File: config.mk
export PLATFORM = sky130hd
export DESIGN_NAME = jtag_tap_controller
export DESIGN_NICKNAME = d
export VERILOG_FILES = /design/src/rtl/jtag_tap_controller.sv
export SDC_FILE = /design/constraint.sdc
export NUM_CORES = 1
export LEC_CHECK = 0
export ABC_AREA = 0
export BUFFER_PORTS_ARGS = -buffer_cell sky130_fd_sc_hd__buf_2
export CAP_MARGIN = 20
export CORE_ASPECT_RATIO = 0.6
export CORE_MARGIN = 4
export CORE_UTILIZATION = 36
export DETAILED_ROUTE_END_ITERATION = 6
export GPL_ROUTABILITY_DRIVEN = 0
export PLACE_DENSITY_LB_ADDON = 0.15
export SKIP_LAST_GASP = 1
export SYNTH_ARGS = -nofsm -noshare
export SYNTH_HDL_FRONTEND = slang
export SYNTH_SLANG_ARGS = --single-unit
File: constraint.sdc
create_clock -name clk -period 1.71 [get_ports clk]
set_input_delay 0.342 -clock clk [delete_from_list [all_inputs] [get_ports clk]]
set_output_delay 0.342 -clock clk [all_outputs]
set_load 0.005 [all_outputs]
File: src/rtl/jtag_tap_controller.sv
// rtl/jtag_tap_controller.sv - IEEE 1149.1 TAP FSM with IR, BYPASS, USER and BSR data registers
// Optional feature macro: JTAG_IDCODE_EN (adds IDCODE opcode 2 with a 32-bit DR)
module jtag_tap_controller #(
    parameter int IR_WIDTH          = 5,
    parameter int TEST_VECTOR_WIDTH = 32,
    parameter int BSR_WIDTH         = 62
) (
    input  logic                         clk,
    input  logic                         reset,
    input  logic                         tms,
    input  logic                         tdi,
    input  logic [TEST_VECTOR_WIDTH-1:0] userDataIn,
    input  logic [BSR_WIDTH-1:0]         bsrDataIn,
    output logic                         tdo,
    output logic                         tdoValid,
    output logic [3:0]                   tapState,
    output logic [IR_WIDTH-1:0]          irValue,
    output logic [TEST_VECTOR_WIDTH-1:0] userDataOut,
    output logic [BSR_WIDTH-1:0]         bsrDataOut,
    output logic                         updateDrPulse
);

    typedef enum logic [3:0] {
        ST_RESET      = 4'd0,
        ST_IDLE       = 4'd1,
        ST_DR_SCAN    = 4'd2,
        ST_IR_SCAN    = 4'd3,
        ST_CAPTURE_IR = 4'd4,
        ST_SHIFT_IR   = 4'd5,
        ST_EXIT1_IR   = 4'd6,
        ST_PAUSE_IR   = 4'd7,
        ST_EXIT2_IR   = 4'd8,
        ST_UPDATE_IR  = 4'd9,
        ST_CAPTURE_DR = 4'd10,
        ST_SHIFT_DR   = 4'd11,
        ST_EXIT1_DR   = 4'd12,
        ST_PAUSE_DR   = 4'd13,
        ST_EXIT2_DR   = 4'd14,
        ST_UPDATE_DR  = 4'd15
    } tap_state_e;

    localparam logic [IR_WIDTH-1:0] OP_BYPASS = IR_WIDTH'(0);
    localparam logic [IR_WIDTH-1:0] OP_USER   = IR_WIDTH'(1);
    localparam logic [IR_WIDTH-1:0] OP_BSR    = IR_WIDTH'(6);
`ifdef JTAG_IDCODE_EN
    localparam logic [IR_WIDTH-1:0] OP_IDCODE = IR_WIDTH'(2);
    localparam logic [IR_WIDTH-1:0] IR_DEFAULT = OP_IDCODE;
    localparam logic [31:0]         IDCODE_VALUE = 32'h1234_5ACF;
`else
    localparam logic [IR_WIDTH-1:0] IR_DEFAULT = OP_BYPASS;
`endif

    tap_state_e                   state_q, state_d;
    logic [IR_WIDTH-1:0]          ir_shift_q, ir_value_q;
    logic                         bypass_q;
    logic [TEST_VECTOR_WIDTH-1:0] user_shift_q, user_out_q;
    logic [BSR_WIDTH-1:0]         bsr_shift_q, bsr_out_q;
    logic                         upd_pulse_q;
    logic                         sel_user, sel_bsr, sel_idcode;

    // Instruction decode; every unlisted opcode falls through to BYPASS
    assign sel_user = (ir_value_q == OP_USER);
    assign sel_bsr  = (ir_value_q == OP_BSR);
`ifdef JTAG_IDCODE_EN
    assign sel_idcode = (ir_value_q == OP_IDCODE);
    logic [31:0] idcode_shift_q;

    // IDCODE DR: loads the fixed device ID on capture, shifts LSB-first
    always_ff @(posedge clk or negedge reset) begin
        if (!reset) begin
            idcode_shift_q <= '0;
        end else if (sel_idcode && state_q == ST_CAPTURE_DR) begin
            idcode_shift_q <= IDCODE_VALUE;
        end else if (sel_idcode && state_q == ST_SHIFT_DR) begin
            idcode_shift_q <= {tdi, idcode_shift_q[31:1]};
        end
    end
`else
    assign sel_idcode = 1'b0;
`endif

    // TAP state register
    always_ff @(posedge clk or negedge reset) begin
        if (!reset) state_q <= ST_RESET;
        else        state_q <= state_d;
    end

    // TAP next-state decode from tms
    always_comb begin
        state_d = state_q;
        case (state_q)
            ST_RESET:      state_d = tms ? ST_RESET      : ST_IDLE;
            ST_IDLE:       state_d = tms ? ST_DR_SCAN    : ST_IDLE;
            ST_DR_SCAN:    state_d = tms ? ST_IR_SCAN    : ST_CAPTURE_DR;
            ST_IR_SCAN:    state_d = tms ? ST_RESET      : ST_CAPTURE_IR;
            ST_CAPTURE_IR: state_d = tms ? ST_EXIT1_IR   : ST_SHIFT_IR;
            ST_SHIFT_IR:   state_d = tms ? ST_EXIT1_IR   : ST_SHIFT_IR;
            ST_EXIT1_IR:   state_d = tms ? ST_UPDATE_IR  : ST_PAUSE_IR;
            ST_PAUSE_IR:   state_d = tms ? ST_EXIT2_IR   : ST_PAUSE_IR;
            ST_EXIT2_IR:   state_d = tms ? ST_UPDATE_IR  : ST_SHIFT_IR;
            ST_UPDATE_IR:  state_d = tms ? ST_DR_SCAN    : ST_IDLE;
            ST_CAPTURE_DR: state_d = tms ? ST_EXIT1_DR   : ST_SHIFT_DR;
            ST_SHIFT_DR:   state_d = tms ? ST_EXIT1_DR   : ST_SHIFT_DR;
            ST_EXIT1_DR:   state_d = tms ? ST_UPDATE_DR  : ST_PAUSE_DR;
            ST_PAUSE_DR:   state_d = tms ? ST_EXIT2_DR   : ST_PAUSE_DR;
            ST_EXIT2_DR:   state_d = tms ? ST_UPDATE_DR  : ST_SHIFT_DR;
            ST_UPDATE_DR:  state_d = tms ? ST_DR_SCAN    : ST_IDLE;
            default:       state_d = ST_RESET;
        endcase
    end

    // IR shift path: capture the 01 pattern, shift LSB-first
    always_ff @(posedge clk or negedge reset) begin
        if (!reset) begin
            ir_shift_q <= '0;
        end else if (state_q == ST_CAPTURE_IR) begin
            ir_shift_q <= IR_WIDTH'(1);
        end else if (state_q == ST_SHIFT_IR) begin
            ir_shift_q <= (ir_shift_q >> 1) | (IR_WIDTH'(tdi) << (IR_WIDTH - 1));
        end
    end

    // Active instruction: loaded in Update-IR, forced to default in Test-Logic-Reset
    always_ff @(posedge clk or negedge reset) begin
        if (!reset) begin
            ir_value_q <= IR_DEFAULT;
        end else if (state_q == ST_RESET) begin
            ir_value_q <= IR_DEFAULT;
        end else if (state_q == ST_UPDATE_IR) begin
            ir_value_q <= ir_shift_q;
        end
    end

    // Data shift registers: only the selected DR captures or shifts
    always_ff @(posedge clk or negedge reset) begin
        if (!reset) begin
            bypass_q     <= 1'b0;
            user_shift_q <= '0;
            bsr_shift_q  <= '0;
        end else if (state_q == ST_CAPTURE_DR) begin
            if (sel_user)                             user_shift_q <= userDataIn;
            else if (sel_bsr)                         bsr_shift_q  <= bsrDataIn;
            else if (!sel_idcode)                     bypass_q     <= 1'b0;
        end else if (state_q == ST_SHIFT_DR) begin
            if (sel_user)
                user_shift_q <= (user_shift_q >> 1) | (TEST_VECTOR_WIDTH'(tdi) << (TEST_VECTOR_WIDTH - 1));
            else if (sel_bsr)
                bsr_shift_q <= (bsr_shift_q >> 1) | (BSR_WIDTH'(tdi) << (BSR_WIDTH - 1));
            else if (!sel_idcode)
                bypass_q <= tdi;
        end
    end

    // Parallel DR outputs latched in Update-DR, plus the one-cycle update strobe
    always_ff @(posedge clk or negedge reset) begin
        if (!reset) begin
            user_out_q  <= '0;
            bsr_out_q   <= '0;
            upd_pulse_q <= 1'b0;
        end else begin
            upd_pulse_q <= (state_q == ST_UPDATE_DR);
            if (state_q == ST_UPDATE_DR && sel_user) user_out_q <= user_shift_q;
            if (state_q == ST_UPDATE_DR && sel_bsr)  bsr_out_q  <= bsr_shift_q;
        end
    end

    // Serial output mux: bit0 of the active shift path, quiet outside shift states
    always_comb begin
        tdo      = 1'b0;
        tdoValid = 1'b0;
        if (state_q == ST_SHIFT_IR) begin
            tdoValid = 1'b1;
            tdo      = ir_shift_q[0];
        end else if (state_q == ST_SHIFT_DR) begin
            tdoValid = 1'b1;
            if (sel_user)     tdo = user_shift_q[0];
            else if (sel_bsr) tdo = bsr_shift_q[0];
`ifdef JTAG_IDCODE_EN
            else if (sel_idcode) tdo = idcode_shift_q[0];
`endif
            else              tdo = bypass_q;
        end
    end

    assign tapState      = state_q;
    assign irValue       = ir_value_q;
    assign userDataOut   = user_out_q;
    assign bsrDataOut    = bsr_out_q;
    assign updateDrPulse = upd_pulse_q;

endmodule
Yosys cells after proc, flatten, opt, wreduce, memory -nomap -nowiden
Cells that the tools add are included.
- register bits after elaboration: 204
- input bits: 98
- output and inout port bits: 106
- logic and storage cells: 88
- eq/ne operators: 25
- mux-type cells: 39
- bitwise logic cells: 3
- reduce and logical (&&, ||, !) cells: 12
- operator list (kind ; number):
    two-way mux 62 bit ; 6
    two-way mux 32 bit ; 4
    bitwise OR 61 x 62 -> 62 bit ; 1
    one-hot mux 4 bit (12 select lines) ; 1
    equality test 4 bit (second input constant) ; 8
    bitwise OR 31 x 32 -> 32 bit ; 1
    two-way mux 5 bit ; 4
    equality test 4 x 3 -> 1 bit (second input constant) ; 4
    two-way mux 4 bit ; 4
    inequality test 2 bit (second input constant) ; 8
    two-way mux 1 bit ; 13
    AND reduction 5 bit ; 2
    two-way mux 3 bit ; 3
    equality test 4 x 2 -> 1 bit (second input constant) ; 2
    two-way mux 2 bit ; 4
    nonzero test 2 bit ; 3
    equality test 5 x 1 -> 1 bit (second input constant) ; 1
    equality test 5 x 3 -> 1 bit (second input constant) ; 1
    bitwise OR 4 x 5 -> 5 bit ; 1
    equality test 4 x 1 -> 1 bit (second input constant) ; 1
    logical NOT 4 bit ; 1
    OR reduction 2 bit ; 2
    AND reduction 3 bit ; 1
    OR reduction 3 bit ; 1
    logical AND 1 bit ; 2

Longest topological paths before layout
- depth after elaboration: 5
- gate-level depth with buffers: 6
- depth with buffers taken out: 4

Least setup slack after synthesis
No wires, ideal clock.
- path kind: register to register
- start point: reg ir_value_q[0] (netlist: irValue[0])
- end point: reg bsr_out_q[1] (netlist: bsrDataOut[1])
- library setup time: 0.125 ns
- arrival: 1.599 ns
- data required time: 1.585 ns
- setup slack: -0.014 ns
- stages on the path, launching flop included: 6
- path buffers: 1
- clock period less this slack: 1.724 ns
- cell sequence: dfrtp_1 > and3b_1 > nand2_1 > nor3_4 > buf_6 > mux2_2
- word-level cells in the longest chain between the ends: 2
- RTL lines (element ; RTL line ; source):
    start, declared ; 54 ; logic [IR_WIDTH-1:0] ir_shift_q, ir_value_q;
    start signal, assigned ; 130 ; ir_value_q <= ir_shift_q;
    equality test 5 x 3 -> 1 bit ; 63 ; assign sel_bsr = (ir_value_q == OP_BSR);
    logical AND 1 bit ; 163 ; if (state_q == ST_UPDATE_DR && sel_bsr) bsr_out_q <= bsr_shift_q;
    end signal, assigned ; 163 ;
    end, declared ; 57 ; logic [BSR_WIDTH-1:0] bsr_shift_q, bsr_out_q;
Every way passes these cells.
A chain may end at the register's enable or synchronous reset.

Worst setup path in the final report
- start point: reg ir_value_q[1] (netlist: irValue[1])
- end point: out tdo
- word-level cells in the longest chain between the ends: 5
- elaborated cells between the ends (all ways): 6
- classes of those cells: eq/ne (2); mux (4)
- RTL lines (element ; RTL line ; source):
    equality test 5 x 3 -> 1 bit ; 63 ;
    two-way mux 1 bit ; 177 ; else if (sel_bsr) tdo = bsr_shift_q[0];
    two-way mux 1 bit * ; 176 ; if (sel_user) tdo = user_shift_q[0];
    two-way mux 1 bit * ; 174 ; end else if (state_q == ST_SHIFT_DR) begin
    two-way mux 1 bit * ; 171 ; if (state_q == ST_SHIFT_IR) begin
    end, declared ; 14 ; output logic tdo,
Mark *: on every way between the ends. The rest lies on a longest branch, timed or not.

==> metrics.csv <==
stage,metric,value,unit
global_route,antenna_found_initial,2,
run_status,violations,setup timing,
sta,fin_skew,16.2,ps
detailed_routing,routed_wl,27300,microns
yosys,yosys_register_bits,204,
finish,syn_to_final_growth,54.2,%
pwr,p_leak,6.15,nW
finish,final_common_cell,buf_2,
yosys,synthFlopType,dfrtp_1,
global_route,grt_pass1_wl,40400,microns
sta,slew_headroom,0.770,
sta,tightest_slew,345,ps
sta,final.setup.worst_slack,-434,ps
floorplan,die_area,26800,sq um
yosys,synth_area_leaders,"dfrtp_1 (59%), mux2_2 (12%), mux2i_1 (11%)",
pwr,power.density,1180,nW/um^2
global_route,gr-total-overflow,0,
detailed_routing,drtPass1Iterations,4,
placed_design,dpl_cell_area,10600,sq um
global_route,grt_use_total,0.190,
yosys,synth_largest_area_cell,dfrtp_1,
detailed_routing,vias,6750,
finish,nets,1127,
job,max_cap_violations,0,
detailed_routing,ant_nets,0,
worst_setup_path,worstPathArrival,1800,ps
finish,layout_common_cells,"buf_2 (203), dfrtp_1 (202), mux2i_1 (83)",
sta,hold_violations,0,
floorplan,die_w,209,microns
yosys,ys_warn_count,0,
yosys,syn-num-nets,812,
clocking,cts_root_buffer,clkbuf_16,
finish,stdcell_area,13400,sq um
finish,antenna_cells,0,
worst_setup_path,path_max_fanout,3,
worst_setup_path,crit_type,reg2out,
placed_design,io_buffers,203,
yosys,ys_seq_area_frac,0.588,
run_status,status,"finished, violations left",
clocking,clk_pin_slew,70,ps
yosys,synth_cell_types,36,
sta,maxSlewViolCount,0,
pwr,vdd_drop_max,0.000723,V
floorplan,core_area,23400,sq um
clocking,cts.sink_count,204,
sta,setup_viol,135,
global_route,grt_pass1_vias,6830,
yosys,synth_edf_count,0,
detailed_routing,wl_per_cell,20.1,microns
clocking,cts_tree,built,
placed_design,hpwl,15200,microns
detailed_routing,drc,0,
hold_path,min_path_type,in2reg,
worst_setup_path,cp.required,1370,ps
finish,drive_gt1_frac,0.563,
yosys,syn-instance-count,714,
worst_setup_path,cp-end-kind,output port,
yosys,synthArstFlopShare,1.00,
sta,rsz0062_at_grt,true,
yosys,avgSynthCellArea,12.2,sq um
sta,max_freq,466,MHz
detailed_routing,via_per_inst,4.97,
floorplan,die_h,128,microns
finish,fin_util,0.572,
clocking,numCtsBuffers,21,
floorplan,row_count,43,
yosys,synth_top_area_frac,0.588,
clocking,clockBufferDepth,3,
global_route,grt_start_max_net_pins,65,
floorplan,ios,204,
worst_setup_path,start_kind,flip-flop,
clocking,ctsHtreeMaxLevel,1,
floorplan,initial_core_util,0.371,
detailed_routing,drt_iter0_markers,295,
sta,finalCritPeriodShare,1.25,
clocking,worstSkewPairLatency,490,ps
sta,period_minus_slack,2140,ps
yosys,netlist_area,8680,sq um
-- cell type report --
class	count	area (sq um)
clock buffers	30	599
inverters	2	11.3
multi-input cells	461	4160
flip-flops and latches	204	5110
well taps	315	394
repair buffers	339	3040
clock inverters	6	86.3
fillers	1971	10000
-- registers in the layout, summed over array words and instances, names as in the netlist --
signal,flops
bsrDataOut,62
bsr_shift_q,62
bypass_q,1
irValue,5
ir_shift_q,5
tapState,4
updateDrPulse,1
userDataOut,32
user_shift_q,32
-- cells by family (layout without fill, tap and decap cells) --
kind of cell	count (synthesis)	in the layout	synth area share
flip-flops	204	204	0.588
multiplexers	187	187	0.229
AND/OR/NAND/NOR	144	144	0.0703
AO/OA/AOI/OAI	128	128	0.0782
buffers and inverters	49	377	0.0323
XOR/XNOR	2	2	0.00202
-- worst paths after layout --
kind / end / cells past startpoint / from / slack (ps)
setup reg to reg: bsrDataOut[0] / 9 / irValue[1] / -320
hold / removal: ir_shift_q[4] / 3 / tdi / 130
hold reg to reg: userDataOut[30] / 1 / userDataOut[30] / 500
max in group asynchronous: tapState[3] / 3 / reset / 790
setup / recovery: tdo / 6 / irValue[1] / -430
min in group asynchronous: user_shift_q[18] / 2 / reset / 340
-- stage by stage --
step / setup slack [ps] / power (mW) / hold slack, ps / setup TNS [ps] / cells
5_1_grt: -510 / 16.7 / 118 / -31570 / 1357
4_1_cts: -442 / 15.6 / 104 / -26440 / 1351
3_3_place_gp: -78.2 / 10.4 / 253 / -1130 / 1243
6_report: -434 / 15.8 / 125 / -22280 / 1357
2_1_floorplan: 0.627 / 8.38 / 46.4 / 0 / 714
3_5_place_dp: -81.9 / 10.4 / 253 / -2190 / 1243
-- worst max-delay path, stage by stage (launching register included) --
cell and delay, ps:
dfrtp_1 440, and3b_2 260, nand2_2 90, buf_4 110, a22oi_1 80, o31ai_1 180
buf_2 160
-- report_power, final --
part,leakage (nW),internal (mW),switching (mW)
logic,3.48,2.63,2.02
registers,2.34,5.85,0.695
clock network,0.334,2.74,1.92
total,6.15,11.2,4.63
-- routing by layer --
layer | vias to the layer above | GRT usage | part of all wire
met5 | - | 0 | 0.00077
met4 | 4 | 0.0316 | 0.015
met3 | 31 | 0.0362 | 0.043
met2 | 136 | 0.280 | 0.43
met1 | 3431 | 0.296 | 0.51
li1 | 3148 | - | -
-- cell usage after synthesis, drive strengths merged (2+ instances only) --
cell type / n
dfrtp: 204
mux2: 95
nand4: 3
a22oi: 6
nor2: 73
nand2: 55
clkbuf: 16
nor3: 2
o21ai: 46
nor2b: 3
a21oi: 68
buf: 31
inv: 2
a21o: 2
mux2i: 92
-- what timing repair did --
action / 4_1_cts / 5_1_grt
endpoints found under the hold margin: 33 / 0
pin swaps: 8 / 12
setup endpoints to repair: 129 / 193
cloned: 30 / 5
resized for setup: 107 / 220
hold buffers: 1 / 0
setup buffers: 42 / 24
(Power assumes the default switching activity.)
